<file path="src/rtl/ifetch_queue.sv">
// Fetch-stage prefetch queue: owns fetch PC, reads a 1-cycle sync imem, buffers {instr, pc}.
// Issue-to-visible latency 2 cycles; requests are credit-limited so out_ready=0 stalls fetch without loss.
module ifetch_queue #(
   parameter int          DEPTH    = 4,
   parameter logic [31:0] RESET_PC = 32'h0000_3000
) (
   input  logic                     clk,
   input  logic                     rst,
   input  logic                     redirect,
   input  logic [31:0]              redirect_pc,
   output logic                     imem_req,
   output logic [31:0]              imem_addr,
   input  logic [31:0]              imem_rdata,
   output logic                     out_valid,
   output logic [31:0]              out_instr,
   output logic [31:0]              out_pc,
   input  logic                     out_ready,
   output logic [$clog2(DEPTH):0]   occupancy
);

   localparam int AW = $clog2(DEPTH);

   typedef struct packed {
      logic [31:0] instr;
      logic [31:0] pc;
   } entry_t;

   entry_t            entries [DEPTH];
   logic [31:0]       fetch_pc;
   logic [31:0]       inflight_pc;
   logic              inflight;
   logic [AW-1:0]     wr_ptr;
   logic [AW-1:0]     rd_ptr;
   logic [AW:0]       count;
   logic [AW+1:0]     credit_used;
   logic              push;
   logic              pop;

   // An outstanding read already owns a slot, so it counts against the free space.
   always_comb begin
      credit_used = {1'b0, count} + {{(AW + 1){1'b0}}, inflight};
      imem_req    = rst & ~redirect & (credit_used < (AW + 2)'(DEPTH));
      push        = inflight & ~redirect;
      out_valid   = (count != '0) & ~redirect;
      pop         = out_valid & out_ready;
   end

   assign imem_addr = fetch_pc;
   assign out_instr = entries[rd_ptr].instr;
   assign out_pc    = entries[rd_ptr].pc;
   assign occupancy = count;

   always_ff @(posedge clk) begin
      if (!rst) begin
         fetch_pc    <= RESET_PC;
         inflight_pc <= '0;
         inflight    <= 1'b0;
         wr_ptr      <= '0;
         rd_ptr      <= '0;
         count       <= '0;
         for (int i = 0; i < DEPTH; i++) begin
            entries[i] <= '0;
         end
      end else if (redirect) begin
         fetch_pc <= {redirect_pc[31:2], 2'b00};
         inflight <= 1'b0;
         wr_ptr   <= '0;
         rd_ptr   <= '0;
         count    <= '0;
      end else begin
         if (imem_req) begin
            fetch_pc    <= fetch_pc + 32'd4;
            inflight_pc <= fetch_pc;
         end
         inflight <= imem_req;
         if (push) begin
            entries[wr_ptr] <= '{instr: imem_rdata, pc: inflight_pc};
            wr_ptr          <= wr_ptr + AW'(1);
         end
         if (pop) begin
            rd_ptr <= rd_ptr + AW'(1);
         end
         case ({push, pop})
            2'b10:   count <= count + (AW + 1)'(1);
            2'b01:   count <= count - (AW + 1)'(1);
            default: count <= count;
         endcase
      end
   end

   a_no_push_when_full: assert property (@(posedge clk) disable iff (!rst)
      !(push && (count == (AW + 1)'(DEPTH))));

endmodule

</file>
<file path="config.mk">
export PLATFORM = sky130hd
export DESIGN_NAME = ifetch_queue
export DESIGN_NICKNAME = d
export VERILOG_FILES = /design/src/rtl/ifetch_queue.sv
export SDC_FILE = /design/constraint.sdc
export NUM_CORES = 1
export LEC_CHECK = 0
export BUFFER_PORTS_ARGS = -buffer_cell sky130_fd_sc_hd__buf_4
export CAP_MARGIN = 5
export CORE_AREA = 3 3 179 181
export CTS_CLUSTER_SIZE = 14
export DETAILED_ROUTE_END_ITERATION = 7
export DIE_AREA = 0 0 182 184
export GPL_ROUTABILITY_DRIVEN = 0
export PLACE_DENSITY = 0.67
export SLEW_MARGIN = 20
export SYNTH_ARGS = -nofsm -noshare
export SYNTH_HDL_FRONTEND = slang
export SYNTH_SLANG_ARGS = --single-unit
</file>
<file path="constraint.sdc">
create_clock -name clk -period 7.7 [get_ports clk]
set_input_delay 1.155 -clock clk [delete_from_list [all_inputs] [get_ports clk]]
set_output_delay 1.155 -clock clk [all_outputs]
set_load 0.02 [all_outputs]
</file>
==> results of run 1 <==
flip-flops by register name, indices dropped and copies added (netlist names), named ones only:
register,cells
entries,248
imem_addr,30
inflight_pc,30
occupancy,3
rd_ptr,2
wr_ptr,2
inflight,1
per-layer routing:
layer  up-vias  part of all wire  GRT usage
met5         -                 0          0
met4         0             0.017     0.0439
met3        44             0.077     0.0467
met2       313              0.49      0.322
met1      4473              0.42      0.262
li1       4194                 -          -
power groups by stage:
stage	sequential, mW	clock, mW	combinational [mW]
floorplan	2.00	0	0.139
global placement	1.99	0	0.264
detailed placement	1.99	0	0.266
CTS	1.96	1.63	0.267
global route	1.96	1.69	0.282
finish	1.96	1.59	0.263
synthesized netlist by cell type, drive strengths merged, types with 8 or more instances:
library cell  count  area (um^2)
nand3            15         87.6
mux4             62         1400
clkbuf           41          154
o21ai            20          100
nand2           148          563
nand4            16          121
a21oi            34          170
and4              8         71.3
a31oi            19          134
dfxtp            70         1400
buf              35          214
nor2            206          776
inv              71          267
edfxtp          248         7450
nor3              8         40.0
logic make-up after synthesis:
group,Yosys count
AOI/OAI and AO/OA,105
xor gates and xnor gates,10
adders and majority gates,3
buffers and inverters,148
DFF,318
muxes,64
other,1
and+or+nand+nor,447
cell type report:
type / instances / area (um^2)
Fill cell: 2650 / 14300
Sequential cell: 318 / 8860
Multi-Input combinational cell: 633 / 4270
Timing Repair Buffer: 171 / 1280
Clock buffer: 52 / 1020
Tap cell: 396 / 495
Inverter: 72 / 270
Clock inverter: 11 / 77.6
worst max-delay path: stages:
cell and delay [ns]:
buf_4 0.32, nor2b_1 0.70, nand2_4 0.50, inv_2 0.64
buf_4 0.26
per-stage QoR:
step	hold WS, ns	std cells	cell area, um^2
6_report	0.456	1653	16300
2_1_floorplan	0.437	1099	13700
5_1_grt	0.471	1653	16300
3_3_place_gp	0.445	1590	15200
4_1_cts	0.456	1653	16300
3_5_place_dp	0.448	1590	15200
path summary, 6_finish.rpt:
path,startpoint,endpoint
setup / recovery,rst,imem_req
hold / removal,inflight_pc[20],inflight_pc[20]
setup reg to reg,wr_ptr[1],entries[0][30]
hold reg to reg,inflight_pc[20],inflight_pc[20]
==> results.json, run 1 <==
{
  "root_buffer": "clkbuf_16",
  "wl_um": 32900,
  "hp-class": "reg2reg",
  "p_sw_uw": 843,
  "synthAdderAreaFrac": 0.00329,
  "crit_required_ns": 6.55,
  "cts_htree_levels": 2,
  "initial_core_util": 0.448,
  "synth-simple-area-share": 0.144,
  "seqPwrFrac": 0.513,
  "yosysWarnings": 0,
  "power.share.clock": 0.418,
  "dp_hpwl_um": 19500,
  "grt_pass1_vias": 9114,
  "hold_viol": 0,
  "setup_viol": 0,
  "io_buffers": 162,
  "cp-end-kind": "primary output",
  "peakVddDrop_mv": 0.126,
  "die_y_um": 184,
  "die-area_um2": 33500,
  "clock_sinks": 318,
  "reg2reg_slack_ns": 4.83,
  "worst_pin_slew_ns": 1.01,
  "core_area_um2": 30600,
  "synthFlopType": "edfxtp_1",
  "antenna_cells": 0,
  "skew_ns": 0.0135,
  "leakage_nw": 6.26,
  "synth_edf_count": 248,
  "drt_iter0_drc": 651,
  "cts.clk_slew.worst_paths_ns": 0.06,
  "synth_xor_area_frac": 0.00640,
  "drv_cap": 0,
  "antenna_found_initial": 0,
  "ys_types": 63,
  "final_common_cell": "edfxtp_1",
  "num_rows": 64,
  "power_density_nw_per_um2": 234,
  "numCtsBuffers": 35,
  "area_growth_pct": 18.9,
  "rsz0062_at_grt": "false",
  "async_flop_share": 0,
  "layout-drive-gt1-share": 0.242,
  "r2r_cells": 4,
  "sw_frac_of_total": 0.221,
  "overflow": 0,
  "fin_nets": 1302,
  "ys_seq_area_frac": 0.646,
  "ctsResizeCount": 0,
  "slew_violations": 0,
  "syn_inst": 1096,
  "cts_tree": "done",
  "max_slew_margin": 0.326,
  "p_comb_frac": 0.069,
  "grt_max_degree": 64,
  "clockBufferDepth": 3,
  "avgSynthCellArea_um2": 12.5,
  "ys_seq_elements": 318,
  "timing.final.crit_share": 0.619,
  "viasPerCell": 5.46,
  "synth-compound-area-share": 0.0492,
  "intPower_mw": 2.97,
  "grt_pass1_wl_um": 51200,
  "grt_usage": 0.194,
  "synth_area_um2": 13700,
  "fin_ws_ns": 2.93,
  "die_width_um": 182,
  "status": "finished, final reports clean",
  "worstPathMaxFanout": 46,
  "fmax_ghz": 0.210,
  "start_kind": "primary input",
  "total_power_mw": 3.81,
  "cts-hold-fix-buffers": 0,
  "muxShareOfSynthArea": 0.104,
  "first_pass_iters": 5,
  "post-route-min-period_ns": 4.77,
  "clk_latency_ns": 0.51,
  "wire_per_inst_um": 19.9,
  "layout_common_cells": "edfxtp_1 (248), nor2_1 (205), buf_4 (171)",
  "top_level_ports": 169,
  "postCtsSetupBuffers": 0,
  "pre_cts_slack_ns": 2.95,
  "cp.arrival_ns": 3.61,
  "fin_util": 0.532,
  "hold_path_depth": 2,
  "drc": 0,
  "critical_path_class": "in2out",
  "dr_total_vias": 9024,
  "synth_top_family_by_area": "simple AND/OR/NAND/NOR gates",
  "setup_tns_ns": 0,
  "ant_nets": 0
}
Note: power is estimated with default switching activity, not from simulation.
==> run 2: changes to the inputs <==
--- a/config.mk
+++ b/config.mk
@@ -5,14 +5,15 @@
 export SDC_FILE = /design/constraint.sdc
 export NUM_CORES = 1
 export LEC_CHECK = 0
+export ABC_AREA = 1
 export BUFFER_PORTS_ARGS = -buffer_cell sky130_fd_sc_hd__buf_4
 export CAP_MARGIN = 5
-export CORE_AREA = 3 3 179 181
+export CORE_AREA = 3 3 182 184
 export CTS_CLUSTER_SIZE = 14
 export DETAILED_ROUTE_END_ITERATION = 7
-export DIE_AREA = 0 0 182 184
+export DIE_AREA = 0 0 185 187
 export GPL_ROUTABILITY_DRIVEN = 0
-export PLACE_DENSITY = 0.67
+export PLACE_DENSITY = 0.69
 export SLEW_MARGIN = 20
 export SYNTH_ARGS = -nofsm -noshare
 export SYNTH_HDL_FRONTEND = slang
==> constraint.sdc (replaced) <==
create_clock -name clk -period 4.2 [get_ports clk]
set_input_delay 0.63 -clock clk [delete_from_list [all_inputs] [get_ports clk]]
set_output_delay 0.63 -clock clk [all_outputs]
set_load 0.02 [all_outputs]
==> run 2 against run 1 <==
  * Clock power is 84% higher
  * Area after synthesis is 3.5% higher
  * Non-clock buffer count is 5 higher
  * Synthesized cell count is 40% higher
  * Clock-buffer cell count is 3 lower
  * Global-route usage is 0.72 points higher
  * Core utilization hardly changed
  * Highest routed layer unchanged
==> results.json, run 2 <==
{
  "slew_violations": 0,
  "reg2reg_slack_ns": 2.03,
  "synth_area_um2": 14200,
  "synthFlopType": "edfxtp_1",
  "core_area_um2": 31600,
  "synth_edf_count": 248,
  "die-area_um2": 34600,
  "timing.hold.ws_ns": 0.383,
  "hp-start": "redirect_pc[13]",
  "leakage_nw": 6.59,
  "dr_total_vias": 11000,
  "layout-drive-gt1-share": 0.144,
  "fin_util": 0.532,
  "postCtsSetupBuffers": 0,
  "area_growth_pct": 18.6,
  "antenna_cells": 0,
  "timing.final.crit_share": 0.794,
  "cts-hold-fix-buffers": 0,
  "fmax_ghz": 0.300,
  "total_power_mw": 7.06,
  "synth_common_cells": "nor2_1 (443), edfxtp_1 (248), inv_1 (192)",
  "cp-end-kind": "primary output",
  "grt_pass1_vias": 10700,
  "antenna_found_initial": 0,
  "worst_pin_slew_ns": 1.04,
  "r2r_cells": 5,
  "ant_nets": 0,
  "drv_cap": 0,
  "avgSynthCellArea_um2": 9.21,
  "cts_htree_levels": 2,
  "skew_ns": 0.0122,
  "path_delay_family": "flip-flops",
  "numCtsBuffers": 36,
  "power_density_nw_per_um2": 420,
  "viasPerCell": 5.28,
  "worstPathMaxFanout": 88,
  "setup_tns_ns": 0,
  "hp-class": "in2reg",
  "die_y_um": 187,
  "final_common_cell": "nor2_1",
  "hold_viol": 0,
  "status": "finished, final reports clean",
  "grt_usage": 0.201,
  "synth_top_area_share": 0.526,
  "post-route-min-period_ns": 3.34,
  "max_slew_margin": 0.305,
  "root_buffer": "clkbuf_16",
  "io_buffers": 162,
  "num_rows": 65,
  "max_stage_delay_ns": 0.95,
  "first_pass_iters": 5,
  "cp.arrival_ns": 2.71,
  "yosysTopAreaCell": "edfxtp_1",
  "layout_common_cells": "nor2_1 (443), edfxtp_1 (248), inv_1 (190)",
  "ys_types": 35,
  "ys_seq_area_frac": 0.625,
  "clock_sinks": 318,
  "die_width_um": 185,
  "fin_nets": 1737,
  "overflow": 0,
  "crit_required_ns": 3.57,
  "async_flop_share": 0,
  "cpMostUsedCell": "buf_4",
  "hold_end": "imem_addr[13]",
  "cp_cell_sequence": "clkinv_2, buf_4, o21ai_0, o22ai_1, buf_4",
  "critical_path_class": "reg2out",
  "clockBufferDepth": 3,
  "dp_hpwl_um": 19900,
  "wire_per_inst_um": 17.0,
  "top_level_ports": 169,
  "ys_seq_elements": 318,
  "critPathSlowestCell": "dfxtp_4",
  "yosysWarnings": 0,
  "rsz0062_at_grt": "false",
  "drt_iter0_drc": 838,
  "worst_r2r_startpoint": "inflight",
  "top_register": "entries",
  "grt_pass1_wl_um": 55900,
  "start_kind": "flip-flop",
  "rr_endpoint": "entries[3][7]",
  "cp.buffers_inverters": 3,
  "ctsResizeCount": 0,
  "yosysMostFrequentCell": "nor2_1",
  "peakVddDrop_mv": 0.282,
  "cts_tree": "done",
  "largest_register_ffs": 248,
  "clk_latency_ns": 0.51,
  "cts.clk_slew.worst_paths_ns": 0.06,
  "wl_um": 35600,
  "setup_viol": 0,
  "initial_core_util": 0.449,
  "syn_inst": 1538,
  "hold_path_depth": 3,
  "drc": 0,
  "synth_area_leaders": "edfxtp_1 (53%), nor2_1 (12%), dfxtp_1 (9.9%), o21ai_0 (5.5%), inv_1 (5.1%)",
  "grt_max_degree": 89
}
==> run 2: cell types whose count changed after synthesis, sizes merged, moves of 8 or more <==
cell	before	now
nor3	8	0
o22ai	0	62
inv	71	197
nor2	206	445
mux4	62	0
a31oi	19	3
o21ai	20	158
nand4	16	5
nand2	148	128
nand3	15	49
a211oi	3	17
and4	8	0
clkbuf	41	61
==> run 2: worst max path at each step <==
stage / end / slack (ns) / cells past startpoint
after floorplan: entries[1][10] / -0.12 / 4
after global placement: entries[0][36] / 1.30 / 6
after detailed placement: entries[0][36] / 1.26 / 6
after CTS: out_pc[30] / 0.80 / 5
after global routing: out_instr[23] / 0.62 / 5
final: out_pc[30] / 0.86 / 5
==> run 2: area by class of cell <==
type,count,area [um^2]
Multi-Input combinational cell,936,4260
Timing Repair Buffer,176,1330
Fill cell,2909,14800
Clock inverter,13,110
Inverter,198,744
Tap cell,402,503
Clock buffer,49,991
Sequential cell,318,8850
==> run 2: logic make-up (layout without fill, tap and decap cells) <==
group                      Yosys count  count (layout)  synth area share
and+or+nand+nor                    636             636             0.177
adders and majority gates            3               3           0.00318
AOI/OAI and AO/OA                  288             288             0.113
buffers and inverters              287             436            0.0793
xor gates and xnor gates             5               5           0.00309
DFF                                318             318             0.625
other                                1               4          0.000265
==> run 2: power by group <==
group | switching (mW) | internal [mW]
Combinational | 0.359 | 0.183
Clock | 1.21 | 1.72
Sequential | 0.0646 | 3.53
Total | 1.63 | 5.43
==> run 2: through the flow <==
step | worst slack [ns] | cell area (um^2) | cells
6_report | 0.864 | 16800 | 2092
5_1_grt | 0.619 | 16800 | 2092
4_1_cts | 0.804 | 16800 | 2092
3_5_place_dp | 1.26 | 15700 | 2030
3_3_place_gp | 1.30 | 15700 | 2030
2_1_floorplan | -0.124 | 14200 | 1541
==> run 2: routing by layer <==
layer  routed length (um)  share of wire  track usage
met2                17000           0.48        0.332
met1                15300           0.43        0.276
met4                  841          0.024       0.0635
met3                 2480          0.070       0.0264
met5                    0              0            0
==> run 2: worst reg2reg max path, delay by kind of cell, from the launching register on <==
| family | cells | cell delay (ns) |
|---|---|---|
| buffers and inverters | 3 | 1.00 |
| flip-flops | 1 | 0.36 |
| AO/OA/AOI/OAI | 1 | 0.19 |
| AND/OR/NAND/NOR | 1 | 0.13 |
